--- config.mk ---
export PLATFORM = sky130hd
export DESIGN_NAME = mc_sequencer
export DESIGN_NICKNAME = d
export VERILOG_FILES = /design/src/rtl/mc_sequencer.sv
export SDC_FILE = /design/constraint.sdc
export NUM_CORES = 1
export LEC_CHECK = 0
export CAP_MARGIN = 20
export CORE_AREA = 2 2 51 43
export DETAILED_ROUTE_END_ITERATION = 6
export DIE_AREA = 0 0 53 45
export GPL_ROUTABILITY_DRIVEN = 1
export PLACE_DENSITY_LB_ADDON = 0.08
export REMOVE_ABC_BUFFERS = 1
export SYNTH_ARGS = -nofsm -noshare
export SYNTH_HDL_FRONTEND = slang
export SYNTH_SLANG_ARGS = --single-unit
export TNS_END_PERCENT = 10
--- constraint.sdc ---
create_clock -name clk -period 2 [get_ports clk]
set_clock_uncertainty 0.15 [all_clocks]
set_input_delay 0.4 -clock clk [delete_from_list [all_inputs] [get_ports clk]]
set_output_delay 0.4 -clock clk [all_outputs]
set_load 0.05 [all_outputs]
--- src/rtl/mc_sequencer.sv ---
// mc_sequencer: multi-cycle fetch/decode/execute/memory/writeback phase sequencer with trap entry.
// Latency: one state per clock; phase strobes are combinational from state; trap_cause is registered.
// Stalls on mem_busy/reg_busy handshakes; optional memory-wait watchdog via `define MC_SEQ_WATCHDOG_EN.

module mc_sequencer #(
  parameter int NUM_EXC     = 3,
  parameter int TIMEOUT_CYC = 255,
  localparam int CAUSE_W    = $clog2(NUM_EXC + 3)
) (
  input  logic               clk,
  input  logic               reset,
  input  logic               mem_busy,
  input  logic               mem_valid,
  input  logic               reg_busy,
  input  logic               irq_pending,
  input  logic [NUM_EXC-1:0] exc,
  input  logic               dec_mem,
  input  logic               dec_store,
  input  logic               dec_rd_we,
  input  logic               dec_mret,
  input  logic               dec_csrw,
  input  logic               dec_illegal,
  output logic               mem_ce,
  output logic               mem_we,
  output logic               fetchflag,
  output logic               memflag,
  output logic               reg_enable,
  output logic               wbflag,
  output logic               pcflag,
  output logic               jump_to_isr,
  output logic               mret,
  output logic               csr_write,
  output logic [CAUSE_W-1:0] trap_cause,
  output logic               timeout_err,
  output logic [3:0]         state_o
);

  typedef enum logic [3:0] {
    S_RST          = 4'd0,
    S_FETCH_AWAIT  = 4'd1,
    S_FETCH        = 4'd2,
    S_DECODE_AWAIT = 4'd3,
    S_DECODE       = 4'd4,
    S_EXECUTE      = 4'd5,
    S_MEM_AWAIT    = 4'd6,
    S_MEM          = 4'd7,
    S_WRD_AWAIT    = 4'd8,
    S_WRD          = 4'd9,
    S_WRITEBACK    = 4'd10,
    S_TRAP         = 4'd11
  } state_t;

  localparam logic [CAUSE_W-1:0] CAUSE_ILL = CAUSE_W'(NUM_EXC);
  localparam logic [CAUSE_W-1:0] CAUSE_WD  = CAUSE_W'(NUM_EXC + 1);
  localparam logic [CAUSE_W-1:0] CAUSE_IRQ = CAUSE_W'(NUM_EXC + 2);
  localparam logic [15:0]        WD_LIMIT  = 16'(TIMEOUT_CYC - 1);

  state_t               state;
  state_t               state_next;
  logic [CAUSE_W-1:0]   cause_next;
  logic [CAUSE_W-1:0]   exc_idx;
  logic                 exc_any;
  logic                 wd_expired;
  logic                 wr_rd;

  assign exc_any = |exc;
  // mret and csr writes never have a register write-back phase.
  assign wr_rd   = dec_rd_we & ~dec_mret & ~dec_csrw;

  // Priority encode the exception sources: lowest set index wins.
  always_comb begin
    exc_idx = '0;
    for (int i = NUM_EXC - 1; i >= 0; i--) begin
      if (exc[i]) exc_idx = CAUSE_W'(i);
    end
  end

  // State register; reset forces RST asynchronously.
  always_ff @(posedge clk or posedge reset) begin
    if (reset) state <= S_RST;
    else       state <= state_next;
  end

  // Next-state and trap cause selection. Exit conditions are tested before the watchdog.
  always_comb begin
    state_next = state;
    cause_next = '0;
    case (state)
      S_RST:          state_next = S_FETCH_AWAIT;
      S_FETCH_AWAIT: begin
        if (exc_any) begin
          state_next = S_TRAP;
          cause_next = exc_idx;
        end else if (mem_busy) begin
          state_next = S_FETCH;
        end else if (wd_expired) begin
          state_next = S_TRAP;
          cause_next = CAUSE_WD;
        end
      end
      S_FETCH: begin
        if (!mem_busy) begin
          state_next = S_DECODE_AWAIT;
        end else if (wd_expired) begin
          state_next = S_TRAP;
          cause_next = CAUSE_WD;
        end
      end
      S_DECODE_AWAIT: if (reg_busy)  state_next = S_DECODE;
      S_DECODE:       if (!reg_busy) state_next = S_EXECUTE;
      S_EXECUTE: begin
        if (dec_illegal) begin
          state_next = S_TRAP;
          cause_next = CAUSE_ILL;
        end else if (dec_mem) begin
          state_next = S_MEM_AWAIT;
        end else if (wr_rd) begin
          state_next = S_WRD_AWAIT;
        end else begin
          state_next = S_WRITEBACK;
        end
      end
      S_MEM_AWAIT: begin
        if (exc_any) begin
          state_next = S_TRAP;
          cause_next = exc_idx;
        end else if (mem_busy) begin
          state_next = S_MEM;
        end else if (wd_expired) begin
          state_next = S_TRAP;
          cause_next = CAUSE_WD;
        end
      end
      S_MEM: begin
        if (!mem_busy) begin
          state_next = wr_rd ? S_WRD_AWAIT : S_WRITEBACK;
        end else if (wd_expired) begin
          state_next = S_TRAP;
          cause_next = CAUSE_WD;
        end
      end
      S_WRD_AWAIT:    if (reg_busy)  state_next = S_WRD;
      S_WRD:          if (!reg_busy) state_next = S_WRITEBACK;
      S_WRITEBACK: begin
        if (irq_pending) begin
          state_next = S_TRAP;
          cause_next = CAUSE_IRQ;
        end else begin
          state_next = S_FETCH_AWAIT;
        end
      end
      S_TRAP:         state_next = S_FETCH_AWAIT;
      default:        state_next = S_RST;
    endcase
  end

  // Capture the cause on the edge that enters TRAP; hold it otherwise.
  always_ff @(posedge clk or posedge reset) begin
    if (reset)                     trap_cause <= '0;
    else if (state_next == S_TRAP) trap_cause <= cause_next;
  end

`ifdef MC_SEQ_WATCHDOG_EN
  logic [15:0] wd_cnt;
  logic        timeout_q;
  logic        in_mem_wait;
  logic        enter_wait;

  assign in_mem_wait = (state == S_FETCH_AWAIT) || (state == S_FETCH) ||
                       (state == S_MEM_AWAIT)   || (state == S_MEM);
  assign enter_wait  = ((state_next == S_FETCH_AWAIT) && (state != S_FETCH_AWAIT)) ||
                       ((state_next == S_MEM_AWAIT)   && (state != S_MEM_AWAIT));
  assign wd_expired  = (wd_cnt == WD_LIMIT);
  assign timeout_err = timeout_q;

  // Wait-cycle counter: restarts on entering a memory wait, saturates at all-ones.
  always_ff @(posedge clk or posedge reset) begin
    if (reset)                          wd_cnt <= '0;
    else if (enter_wait)                wd_cnt <= '0;
    else if (in_mem_wait && ~&wd_cnt)   wd_cnt <= wd_cnt + 16'd1;
  end

  // Sticky flag: set whenever a watchdog trap is taken.
  always_ff @(posedge clk or posedge reset) begin
    if (reset)                                               timeout_q <= 1'b0;
    else if (state_next == S_TRAP && cause_next == CAUSE_WD) timeout_q <= 1'b1;
  end
`else
  // Memory waits are unbounded; the limit has no consumer in this build.
  logic unused_cfg;
  assign unused_cfg  = ^WD_LIMIT;
  assign wd_expired  = 1'b0;
  assign timeout_err = 1'b0;
`endif

  // Phase strobes decoded from the current state.
  always_comb begin
    mem_ce      = 1'b1;
    memflag     = 1'b0;
    fetchflag   = 1'b0;
    reg_enable  = 1'b0;
    wbflag      = 1'b0;
    pcflag      = 1'b0;
    jump_to_isr = 1'b0;
    case (state)
      S_FETCH_AWAIT:  mem_ce = 1'b0;
      S_FETCH: begin
        mem_ce    = 1'b0;
        fetchflag = mem_valid;
      end
      S_MEM_AWAIT, S_MEM: begin
        mem_ce  = 1'b0;
        memflag = 1'b1;
      end
      S_DECODE_AWAIT: reg_enable = 1'b1;
      S_WRD_AWAIT: begin
        reg_enable = 1'b1;
        wbflag     = 1'b1;
      end
      S_WRD:          wbflag = 1'b1;
      S_WRITEBACK:    pcflag = 1'b1;
      S_TRAP:         jump_to_isr = 1'b1;
      default: ;
    endcase
  end

  assign mem_we    = memflag & dec_store;
  assign mret      = pcflag & dec_mret;
  assign csr_write = pcflag & dec_csrw;
  assign state_o   = state;

endmodule

==> impl.org, run 1 <==
** Synth
- Summing the areas of all compound-gate instances in the mapped netlist gives around a quarter of the synthesized area.
- After synthesis, the largest family of logic cells by area is simple AND/OR/NAND/NOR gates.
- Of the total synthesized cell area, the portion taken by full adders, half adders and majority gates is 0%.
- Flip-flop and latch count after synthesis :: 7
- Xor-xnor portion of the synthesized cell area :: ~1.2%
- Measured against the total synthesized area, the mux share comes to 0%.
- The synthesized netlist devotes between 30% and 40% of its cell area to simple gates.
- Share of async-settable or async-resettable flops after synthesis :: between 90% and 100%
- Counting flops with a built-in enable in the synthesized netlist gives 0.
- Top FF cell, synth :: sky130_fd_sc_hd__dfrtp_1
- After synthesis, flip-flops and latches occupy 23.7% of the total area.
- Number of unique standard cell types used by synthesis :: 40
- After technology mapping, the gate count stands at 97.
- Synth Warn # :: 0
- Dividing the synthesized area by the synthesized cell count gives 7.62 um^2.
- The synthesized netlist occupies a cell area of 739 um^2.

** Global routing
- Aggregate global-route resource usage :: between 20% and 30%
- The number of global-route vias before repair was a little over 900.
- Most used routing layer :: met2
- Pin count of the biggest net entering global routing :: 17
- The number of antenna violations at the first check in global routing is 0.
- Global-route wire length before repair :: roughly 3800 um
- Global routing consumed, on the met2 layer, 37.3% of the routing resources.
- Met1 layer usage reported by global route :: around 26%
- Global routing used just under 4% of the available met3 tracks.
- Leftover overflow at the end of global routing :: 0

** Clock tree
- Clock tree synthesis selected as its root buffer the cell sky130_fd_sc_hd__clkbuf_4.
- After clock tree synthesis, the clock-pin slew on the worst setup and hold paths is around 60 ps.
- Maximum root-to-sink buffer count :: 2
- For the worst-skew pair, the clock arrives at the later sink with an insertion delay of around 250 ps.
- The number of hold buffers added after CTS was 0.
- Maximum level of the CTS H-tree :: 1
- Sinks on Clock Net :: 7
- Clock tree from TritonCTS :: built
- TritonCTS buffer count :: 3

** Worst setup path
- Critical Path RT :: ~2000 ps
- Across all register-to-register paths, the minimum setup slack is -10 ps.
- Startpoint type of the worst setup path :: flop
- Critical path cell sequence :: buf_4, or3b_2, a21oi_2, o21ai_0, buf_4, a31oi_2, o21ai_1
- Most frequent cell on the critical path :: sky130_fd_sc_hd__buf_4
- For this run, the slowest stage of the critical path takes 480 ps.
- The number of cells on the worst reg-to-reg path is 7.
- STA classifies the critical path endpoint as a flop.
- The worst setup path is of the reg2reg kind.
- In this run the critical register-to-register path is captured at trap_cause[0].
- In this run the critical register-to-register path is launched from state_o[1].
- At the worst endpoint, the arrival time is 1990 ps.
- Along the worst path, the maximum fanout reaches 5.
- Among all stages on the critical path, the largest delay is contributed by sky130_fd_sc_hd__or3b_2.

** Finish
- Once layout is complete, the utilization of the core stands at slightly below 80%.
- Once layout is done, the placed cells without fillers occupy between 1000 and 1500 um^2.
- Leaving out fill and tap cells, the most frequent cell in the layout is sky130_fd_sc_hd__buf_4.
- Total area of multi-input combinational cells :: ~520 um^2
- Registers take roughly 180 um^2.
- Synthesis-to-layout area growth :: 95.3%
- Total inserted antenna cells :: 0
- Fin nets :: about 170
- After filler insertion, the fill cell instance count of the layout stands at 121.
- Excluding fillers, the count of instances in the completed layout stands at roughly 180.
- The post-route netlist has between 40% and 50% of its cells at a drive strength greater than 1.
- The top cell types in the final layout, fill and taps aside, are sky130_fd_sc_hd__buf_4 (28), sky130_fd_sc_hd__buf_12 (15), sky130_fd_sc_hd__clkdlybuf4s50_1 (12), sky130_fd_sc_hd__nor2_1 (10), sky130_fd_sc_hd__nand2_1 (8).

** Timing
- Fmax :: roughly 500 MHz
- The count of final hold-check violations came to 0.
- Min Hold Slack :: roughly 220 ps
- Setup slack on the critical path of the routed design comes to -14.2 ps.
- After layout, the minimum clock period comes to just over 2000 ps.
- Count of pins over their slew limit :: 0
- For the final routed database, the setup TNS stands at -14.2 ps.
- Setup repair after global routing could not meet its margin everywhere.
- Final worst-path cycle share :: 101%
- Final setup violation count :: 1

** Place
- In this run the tool buffered the top-level ports with 31 buffer cells.
- HPWL Detailed :: approximately 1800 um
- Post-Place Setup Slack :: -331 ps
- After detailed placement, the design holds a cell count of 160.
- Placed standard-cell area :: 1280 um^2
- GPL Wtd Cong :: between 0.9 and 1

** Die
- Chip Width :: 53 um
- # rows :: 14
- The die covers 2390 um^2.
- Die outline height :: 45 um
- The core region is about 1800 um^2.
- Initial core utilization :: 40.2%
- For this design the top-level I/O count stands at 33.

** Min path
- In this run the worst hold path is classified as in2async.

** Power
- Worst voltage drop across the vdd grid :: approximately 1.6 mV
- The analysis attributes to cell leakage a power of 0.630 nW.
- Total Power :: between 2 and 3 mW
- Power per cell area :: roughly 1800 nW/um^2

** Drt
- Remaining number of nets flagged by the antenna check after routing :: 0
- In the final routed layout, each cell accounts on average for between 10 and 15 um.
- The pre-antenna-repair detailed-routing pass consisted of 4 iterations.
- Drt total wl :: approximately 2600 um
- The detailed router finished its first iteration with 23 violations.
- The final route contains approximately 960 vias.
- Drc violations :: 0
- Routed via count divided by cell count :: ~5.5

** Run status
- The run finished, with violations left.
- Failing checks :: negative setup slack

** Run
- The tool flagged a number of max-cap violations equal to 0.
## kinds of logic (layout without fill, tap and decap cells)
kind of cell    count (synthesis)  count (layout)
other cells                     1               1
buf+inv                        14              69
simple gates                   48              48
compound gates                 26              26
flops                           7               7
xor+xnor                        1               1
## metal layers
metal | wire, um | vias up | part of all wire [%]
met5 | 0 | - | 0
met2 | 1270 | 46 | 48
met1 | 1100 | 456 | 42
li1 | - | 458 | -
met3 | 206 | 4 | 7.9
met4 | 45 | 0 | 1.7
## report_power, final
group	internal [mW]	switching, mW	leakage [nW]	total, mW
clock network	0.0761	0.0515	0.0150	0.128
logic	1.06	1.11	0.540	2.17
registers	0.215	0.103	0.0747	0.317
total	1.35	1.26	0.630	2.61
## state kept, by name, indices dropped and copies added (netlist names)
register    count
state_o         4
trap_cause      3
## cells in the mapped netlist, types with 3 or more instances
library cell | n | area, um^2
sky130_fd_sc_hd__nand2b_1 | 4 | 25.0
sky130_fd_sc_hd__a21oi_1 | 5 | 25.0
sky130_fd_sc_hd__nor2_1 | 10 | 37.5
sky130_fd_sc_hd__dfrtp_1 | 7 | 175
sky130_fd_sc_hd__and2_1 | 3 | 18.8
sky130_fd_sc_hd__nand4b_1 | 3 | 26.3
sky130_fd_sc_hd__a31oi_1 | 3 | 18.8
sky130_fd_sc_hd__nand2_1 | 8 | 30.0
sky130_fd_sc_hd__o211ai_1 | 3 | 22.5
sky130_fd_sc_hd__nor2b_1 | 3 | 18.8
sky130_fd_sc_hd__clkbuf_1 | 3 | 11.3
sky130_fd_sc_hd__o21ai_0 | 3 | 15.0
sky130_fd_sc_hd__inv_1 | 6 | 22.5
## worst max-delay path: cells and delay by family (launching register included)
kind,cells,cell delay (ps)
AOI/OAI and AO/OA,4,510
and+or+nand+nor,1,480
DFF,1,430
buffers and inverters,2,330
## worst max-delay path by stage
stage,slack [ps],to,startpoint,cells past startpoint
after floorplan,-470,csr_write,state_o[1],2
after global routing,-50,reg_enable,state_o[0],6
final,-10,trap_cause[0],state_o[1],7
after global placement,-230,trap_cause[2],exc[1],6
after CTS,-9,reg_enable,state_o[0],6
after detailed placement,-330,trap_cause[0],exc[1],7
## layout make-up
class                           instances  area share [%]
Inverter                                6            1.56
Timing Repair Buffer                   59            46.2
Multi-Input combinational cell         76            35.9
Clock buffer                            4            1.82
Sequential cell                         7            12.5
Tap cell                               24            2.08
## what timing repair did
item,CTS,global route
pin swaps,3,3
resized for setup,9,9
buffers inserted,5,7
endpoints found under the setup margin,12,12
(Power assumes the default switching activity.)
==> run 2: changes to the inputs <==
--- a/config.mk
+++ b/config.mk
@@ -6,9 +6,10 @@
 export NUM_CORES = 1
 export LEC_CHECK = 0
 export CAP_MARGIN = 20
-export CORE_AREA = 2 2 51 43
+export CORE_AREA = 2 2 53 45
+export CTS_CLUSTER_SIZE = 14
 export DETAILED_ROUTE_END_ITERATION = 6
-export DIE_AREA = 0 0 53 45
+export DIE_AREA = 0 0 55 47
 export GPL_ROUTABILITY_DRIVEN = 1
 export PLACE_DENSITY_LB_ADDON = 0.08
 export REMOVE_ABC_BUFFERS = 1
==> constraint.sdc (replaced) <==
create_clock -name clk -period 1.85 [get_ports clk]
set_clock_uncertainty 0.15 [all_clocks]
set_input_delay 0.37 -clock clk [delete_from_list [all_inputs] [get_ports clk]]
set_output_delay 0.37 -clock clk [all_outputs]
set_load 0.05 [all_outputs]
==> impl.org, run 2 (synthesized netlist as in run 1, its figures left out) <==
** Run
- The max-capacitance violation count was 0 (unchanged).

** Worst setup path
- Grouping stages by cell kind, the critical path spends the most delay in flip-flops.
- Walking the worst path, the cells encountered are buf_6, and4bb_2, and2_4, buf_12.
- The required time of the worst setup path was 1330 ps (-650 ps).
- The worst setup path is of the reg2out kind.
- Cell with the biggest individual delay on the critical path :: sky130_fd_sc_hd__dfrtp_2
- R2R setup slack :: -80 ps (-70 ps)
- Crit-path max FO :: 4 (-1)
- The sum of buffers and inverters on the critical path came to 2 (unchanged).
- The worst setup path is captured at an output pin.
- The largest stage delay on the critical path was 450 ps (-30 ps).
- The arrival time at the worst endpoint came to 1420 ps (-570 ps).
- STA classifies the critical path startpoint as a flop.

** Finish
- The library cell used most frequently in the layout, excluding fill and tap cells, is sky130_fd_sc_hd__buf_4.
- Fin nets :: 172 (+2.4%)
- Number of flip-flops under the largest register name :: 4 (unchanged)
- Fraction of final layout cells with drive strength greater than 1 :: 48.1% (+5.3 points)
- Final std cells w/o fill :: 181 (+2.8%)
- Synthesis-to-layout area growth :: 107%
- The number of inserted diodes was 0 (unchanged).
- Top library cells by usage in the layout, fill and taps aside :: sky130_fd_sc_hd__buf_4 (28), sky130_fd_sc_hd__buf_12 (15), sky130_fd_sc_hd__clkdlybuf4s50_1 (11), sky130_fd_sc_hd__nand2_1 (8), sky130_fd_sc_hd__nor2_1 (7)

** Global routing
- Vias in the first global route :: 869 (-4.3%)
- Pin count of the biggest net entering global routing :: 11 (-6)
- Global-route wire length before repair :: 3750 um (-1.3%)
- The number of antenna violations at the first check in global routing was 0 (unchanged).
- Leftover overflow at the end of global routing :: 0 (unchanged)
- The overall routing resource usage came to 20.2% (-1.6 points).

** Min path
- The worst hold path belongs to the class in2async.

** Place
- The post-detailed-placement half-perimeter wirelength was 1850 um (+3.7%).
- Buffers added on ports :: 31 (unchanged)
- Placed Cells :: 167 (+4.4%)
- The last weighted congestion value of the routability-driven placer is 0.766 (-18%).

** Clock tree
- The clock-pin transition on the worst setup and hold timing paths is 50 ps (about the same).
- Root cell of the clock tree :: sky130_fd_sc_hd__clkbuf_4
- Maximum level of the CTS H-tree :: 1 (unchanged)
- TritonCTS buffer count :: 3 (unchanged)
- Sinks on Clock Net :: 7 (unchanged)
- The clock latency at the later pin of the worst-skew pair was 240 ps (about the same).
- TritonCTS built the clock tree.
- Maximum root-to-sink buffer count :: 2 (unchanged)

** Timing
- The final critical-path setup slack came to -91.8 ps (-77.5 ps).
- The count of final hold-check violations came to 0 (unchanged).
- Final setup violation count :: 11 (+10)
- After layout, the worst path uses 105% of the clock period.
- The sum of negative setup slack was -639 ps (-624 ps).
- Post-route minimum period :: a little under 2000 ps
- Timing would allow up to 515 MHz.
- The final-report max-slew violation count is 0 (unchanged).
- Unrepaired setup endpoints after global routing :: yes

** Die
- The site row count was 15 (+1).
- The height of the chip was 47 um (+4.4%).
- The die span in x came to 55 um (+3.8%).
- The die area is 2590 um^2 (+8.4%).
- Number of top-level pins :: 33 (unchanged)
- Placeable core region :: 2060 um^2 (+12%)
- The starting utilization of the core area came to 35.8% (-4.4 points).

** Drt
- The wire length reported by the detailed router was 2450 um (-6.4%).
- Initial DRC Count :: 15 (-35%)
- First-pass iteration count of the detailed router :: 4 (unchanged)
- The DRC violation count after routing came to 0 (unchanged).
- Routed via count divided by cell count :: 5.24 (-4.3%)
- The average wire per cell in the routed design was 13.5 um (-9.0%).
- Number of vias after detailed routing :: 949 (-1.6%)
- The residual antenna-violating net count after detailed routing came to 0 (unchanged).

** Power
- The cell area power density is 1960 nW/um^2 (+8.5%).
- The highest ir drop seen on vdd is 1.32 mV (-17%).
- The leakage power summed over all cells was 0.663 nW (+5.3%).

** Run status
- Run status :: finished, violations left
- The final reports fail on negative setup slack.
[run 2: cell types whose count changed in the layout (fill, tap and decap cells not counted), sizes merged]
cell and change:
buf +5, dlygate4sd2 +1, clkdlybuf4s50 -1, clkbuf -1
[run 2: layout make-up]
type	instances	area (um^2)
clock buffer	4	26.3
multi-input combinational	76	554
tap	25	31.3
timing repair buffer	63	714
inverter	6	22.5
fill	167	536
sequential	7	180
[run 2: worst reg2reg max path: cells and delay by family (launching register included)]
kind | cells | cell delay [ps]
buffers and inverters | 1 | 140
AOI/OAI and AO/OA | 3 | 360
DFF | 1 | 450
and+or+nand+nor | 2 | 740
[run 2: stage by stage]
stage	cell area [um^2]	power, mW	utilization [%]	hold slack [ps]	worst slack, ps
5_1_grt	1530	3.16	74.1	247	-142
6_report	1530	3.00	74.1	204	-91.8
2_1_floorplan	688	1.43	-	23.4	-589
3_3_place_gp	1330	2.43	64.3	392	-333
4_1_cts	1470	2.87	71.3	209	-93.6
3_5_place_dp	1330	2.47	64.3	409	-430
[run 2: layer usage]
| metal | track usage, % | routed length, um | share of wire (%) | up-vias |
|---|---|---|---|---|
| met5 | 0 | 0 | 0 | - |
| met4 | 3.41 | 17 | 0.69 | 0 |
| met3 | 3.18 | 104 | 4.2 | 2 |
| met2 | 35.7 | 1260 | 51 | 26 |
| met1 | 26.4 | 1070 | 44 | 452 |
| li1 | - | - | - | 469 |
[run 2: path summary, 6_finish.rpt]
kind,start,end,cells past startpoint
hold / removal,reset,trap_cause[0],2
setup / recovery,state_o[0],mret,4
setup reg to reg,state_o[0],trap_cause[2],6
min in group clk,trap_cause[1],trap_cause[1],2
max in group asynchronous,reset,state_o[0],2
hold reg to reg,trap_cause[1],trap_cause[1],2
[run 2: what timing repair did]
item                                    in CTS  in global routing
endpoints found under the hold margin        0                  0
endpoints found under the setup margin      14                 15
gates resized for setup                     23                  5
pin swaps                                   13                  5
buffers inserted                             7                  3
hold buffers                                 0                  0
[run 2: power by group]
group	leakage [nW]	total [mW]	internal [mW]	switching [mW]
Clock	0.0150	0.136	0.0821	0.0537
Sequential	0.0747	0.338	0.232	0.106
Combinational	0.574	2.53	1.28	1.25
==> run 3: changes to the inputs <==
--- a/config.mk
+++ b/config.mk
@@ -11,7 +11,7 @@
 export DETAILED_ROUTE_END_ITERATION = 6
 export DIE_AREA = 0 0 55 47
 export GPL_ROUTABILITY_DRIVEN = 1
-export PLACE_DENSITY_LB_ADDON = 0.08
+export PLACE_DENSITY = 0.77
 export REMOVE_ABC_BUFFERS = 1
 export SYNTH_ARGS = -nofsm -noshare
 export SYNTH_HDL_FRONTEND = slang
==> impl.org, run 3 (synthesized netlist as in run 1, its figures left out) <==
** Run status
- Run status :: finished, violations left
- The final reports fail on negative setup slack.

** Clock tree
- The tree is rooted in a sky130_fd_sc_hd__clkbuf_4.
- Maximum level of the CTS H-tree :: 1 (unchanged)
- The clock-pin transition on the worst setup and hold timing paths is 60 ps (about the same).
- TritonCTS built the clock tree.
- Source-to-sink clock delay at the later pin of the worst-skew pair :: 270 ps (+30 ps)
- The number of sinks handled by clock tree synthesis came to 7 (unchanged).
- The maximum clock insertion buffer count came to 2 (unchanged).
- The count of hold-fix buffers inserted at cts was 0 (unchanged).
- The number of buffers created by CTS came to 3 (unchanged).

** Finish
- Fraction of final layout cells with drive strength greater than 1 :: 48.7% (+0.59 points)
- The number of flip-flops in the largest register was 4 (unchanged).
- Compared with the post-synthesis result, the final layout area differs by 102%.
- Most common cell after layout, fill and taps aside :: sky130_fd_sc_hd__buf_4
- The final cell count without fillers came to 175 (-3.3%).
- Total inserted antenna cells :: 0 (unchanged)
- Top library cells by usage in the layout, fill and taps aside :: sky130_fd_sc_hd__buf_4 (23), sky130_fd_sc_hd__buf_12 (14), sky130_fd_sc_hd__clkdlybuf4s50_1 (11), sky130_fd_sc_hd__nor2_1 (8), sky130_fd_sc_hd__nand2_1 (8)
- Fin nets :: 166 (-3.5%)

** Power
- The highest ir drop seen on vdd is 1.61 mV (+22%).
- Total Power :: 3.02 mW (+0.61%)
- The leakage power summed over all cells was 0.638 nW (-3.8%).
- The cell area power density came to 2020 nW/um^2 (+3.1%).

** Worst setup path
- Source of the critical timing path :: state_o[1]
- The required time of the worst setup path is 1840 ps (+510 ps).
- The critical path is of the reg2reg type.
- Walking the worst path, the cells encountered are buf_6, or3b_2, a21oi_2, o21ai_0, buf_4, a31oi_2, o21ai_1.
- Launch instance of the worst register-to-register path :: state_o[1]
- The cell family contributing the most delay on the critical path is compound AO/OA/AOI/OAI gates.
- STA classifies the critical path startpoint as a flop.
- The worst-path maximum fanout was 10 (+6).
- The largest stage delay on the critical path was 480 ps (+30 ps).
- Worst path arrival time :: 2000 ps (+580 ps)
- The worst setup path is captured at a flop.
- Worst path bufs/invs :: 2 (unchanged)
- The largest individual stage delay along the critical path comes from the cell sky130_fd_sc_hd__or3b_2.

** Timing
- Unrepaired setup endpoints after global routing :: yes
- Min Hold Slack :: 174 ps (-29.7 ps)
- The final setup violation count is 13 (+2).
- Post-route minimum period :: 2010 ps (+70.3 ps)
- Final Hold Vio Count :: 0 (unchanged)
- The final-report max-slew violation count is 0 (unchanged).
- The maximum clock frequency is 497 MHz (-3.5%).
- Worst Slack Setup Final :: -162 ps (-70.3 ps)
- Final worst-path cycle share :: 109% (+3.8 points)

** Drt
- Drc violations :: 0 (unchanged)
- The average wire per cell in the routed design was 17.6 um (+30%).
- Routed via count divided by cell count :: 5.91 (+13%)
- First-pass iteration count of the detailed router :: 4 (unchanged)
- The residual antenna-violating net count after detailed routing came to 0 (unchanged).
- The wire length reported by the detailed router came to 3080 um (+26%).
- The via count of the routed design was 1034 (+9.0%).
- The count of routing violations after the opening detailed-route iteration was 54 (+39).

** Die
- The height of the chip was 47 um (unchanged).
- The number of ports placed on the die boundary came to 33 (unchanged).
- Initial core utilization :: 35.8% (unchanged)
- The site row count came to 15 (unchanged).
- The die span in x was 55 um (unchanged).
- Placeable core region :: 2060 um^2 (unchanged)
- Floorplan die area :: 2590 um^2 (unchanged)

** Global routing
- Aggregate global-route resource usage :: 22.2% (+2.0 points)
- Vias in the first global route :: 826 (-4.9%)
- The wire length of the first global-routing pass was 3930 um (+5.0%).
- Initial antenna violation count :: 0 (unchanged)
- Leftover overflow at the end of global routing :: 0 (unchanged)
- Pin count of the biggest net entering global routing :: 12 (+1)

** Run
- Max-cap violations :: 0 (unchanged)

** Place
- GPL Wtd Cong :: 0.885 (+16%)
- The post-detailed-placement half-perimeter wirelength is 1900 um (+2.8%).
- Placed Cells :: 163 (-2.4%)
- Buffers added on ports :: 31 (unchanged)

** Min path
- The min-delay analysis places its worst path in the category in2async.
[run 3: cell types whose count changed in the layout (fill, tap and decap cells not counted), sizes merged]
cell / before / now
buf: 49 / 43
[run 3: repair_timing]
action | 4_1_cts | 5_1_grt
buffers inserted | 5 | 2
endpoints found under the setup margin | 14 | 14
resized for setup | 21 | 14
gates cloned | 1 | 0
pin swaps | 11 | 8
[run 3: area by class of cell]
class	instances	area, um^2
repair buffers	57	657
multi-input cells	76	574
fillers	130	573
flip-flops and latches	7	180
well taps	25	31.3
clock buffers	4	26.3
inverters	6	22.5
[run 3: layer usage]
metal | up-vias | share of wire (%) | GRT usage (%)
met4 | 0 | 3.0 | 8.78
met2 | 68 | 53 | 41.4
li1 | 455 | - | -
met5 | - | 0 | 0
met3 | 15 | 5.7 | 0.955
met1 | 496 | 39 | 26.8
[run 3: worst paths after layout]
path                                  to  slack (ps)  cells past startpoint
max reg2reg                trap_cause[0]        -160                      7
min                           state_o[3]         170                      2
min in group clk           trap_cause[1]         420                      2
min reg2reg                trap_cause[1]         420                      2
max in group asynchronous     state_o[0]        1140                      2
max                        trap_cause[0]        -160                      7
[run 3: per-stage QoR]
stage	TNS (ps)	worst slack, ps	utilization, %	instance area [um^2]
floorplan	-4760	-589	-	688
finish	-1380	-162	72.2	1490
detailed placement	-1950	-407	62.8	1300
CTS	-1080	-118	68.6	1420
global route	-1740	-213	72.2	1490
global placement	-1700	-373	62.8	1300
[run 3: power breakdown]
part           internal, mW  total, mW  leakage [nW]  switching (mW)
registers             0.231      0.332        0.0747           0.100
clock network        0.0832      0.155        0.0150          0.0715
logic                  1.20       2.53         0.548            1.33
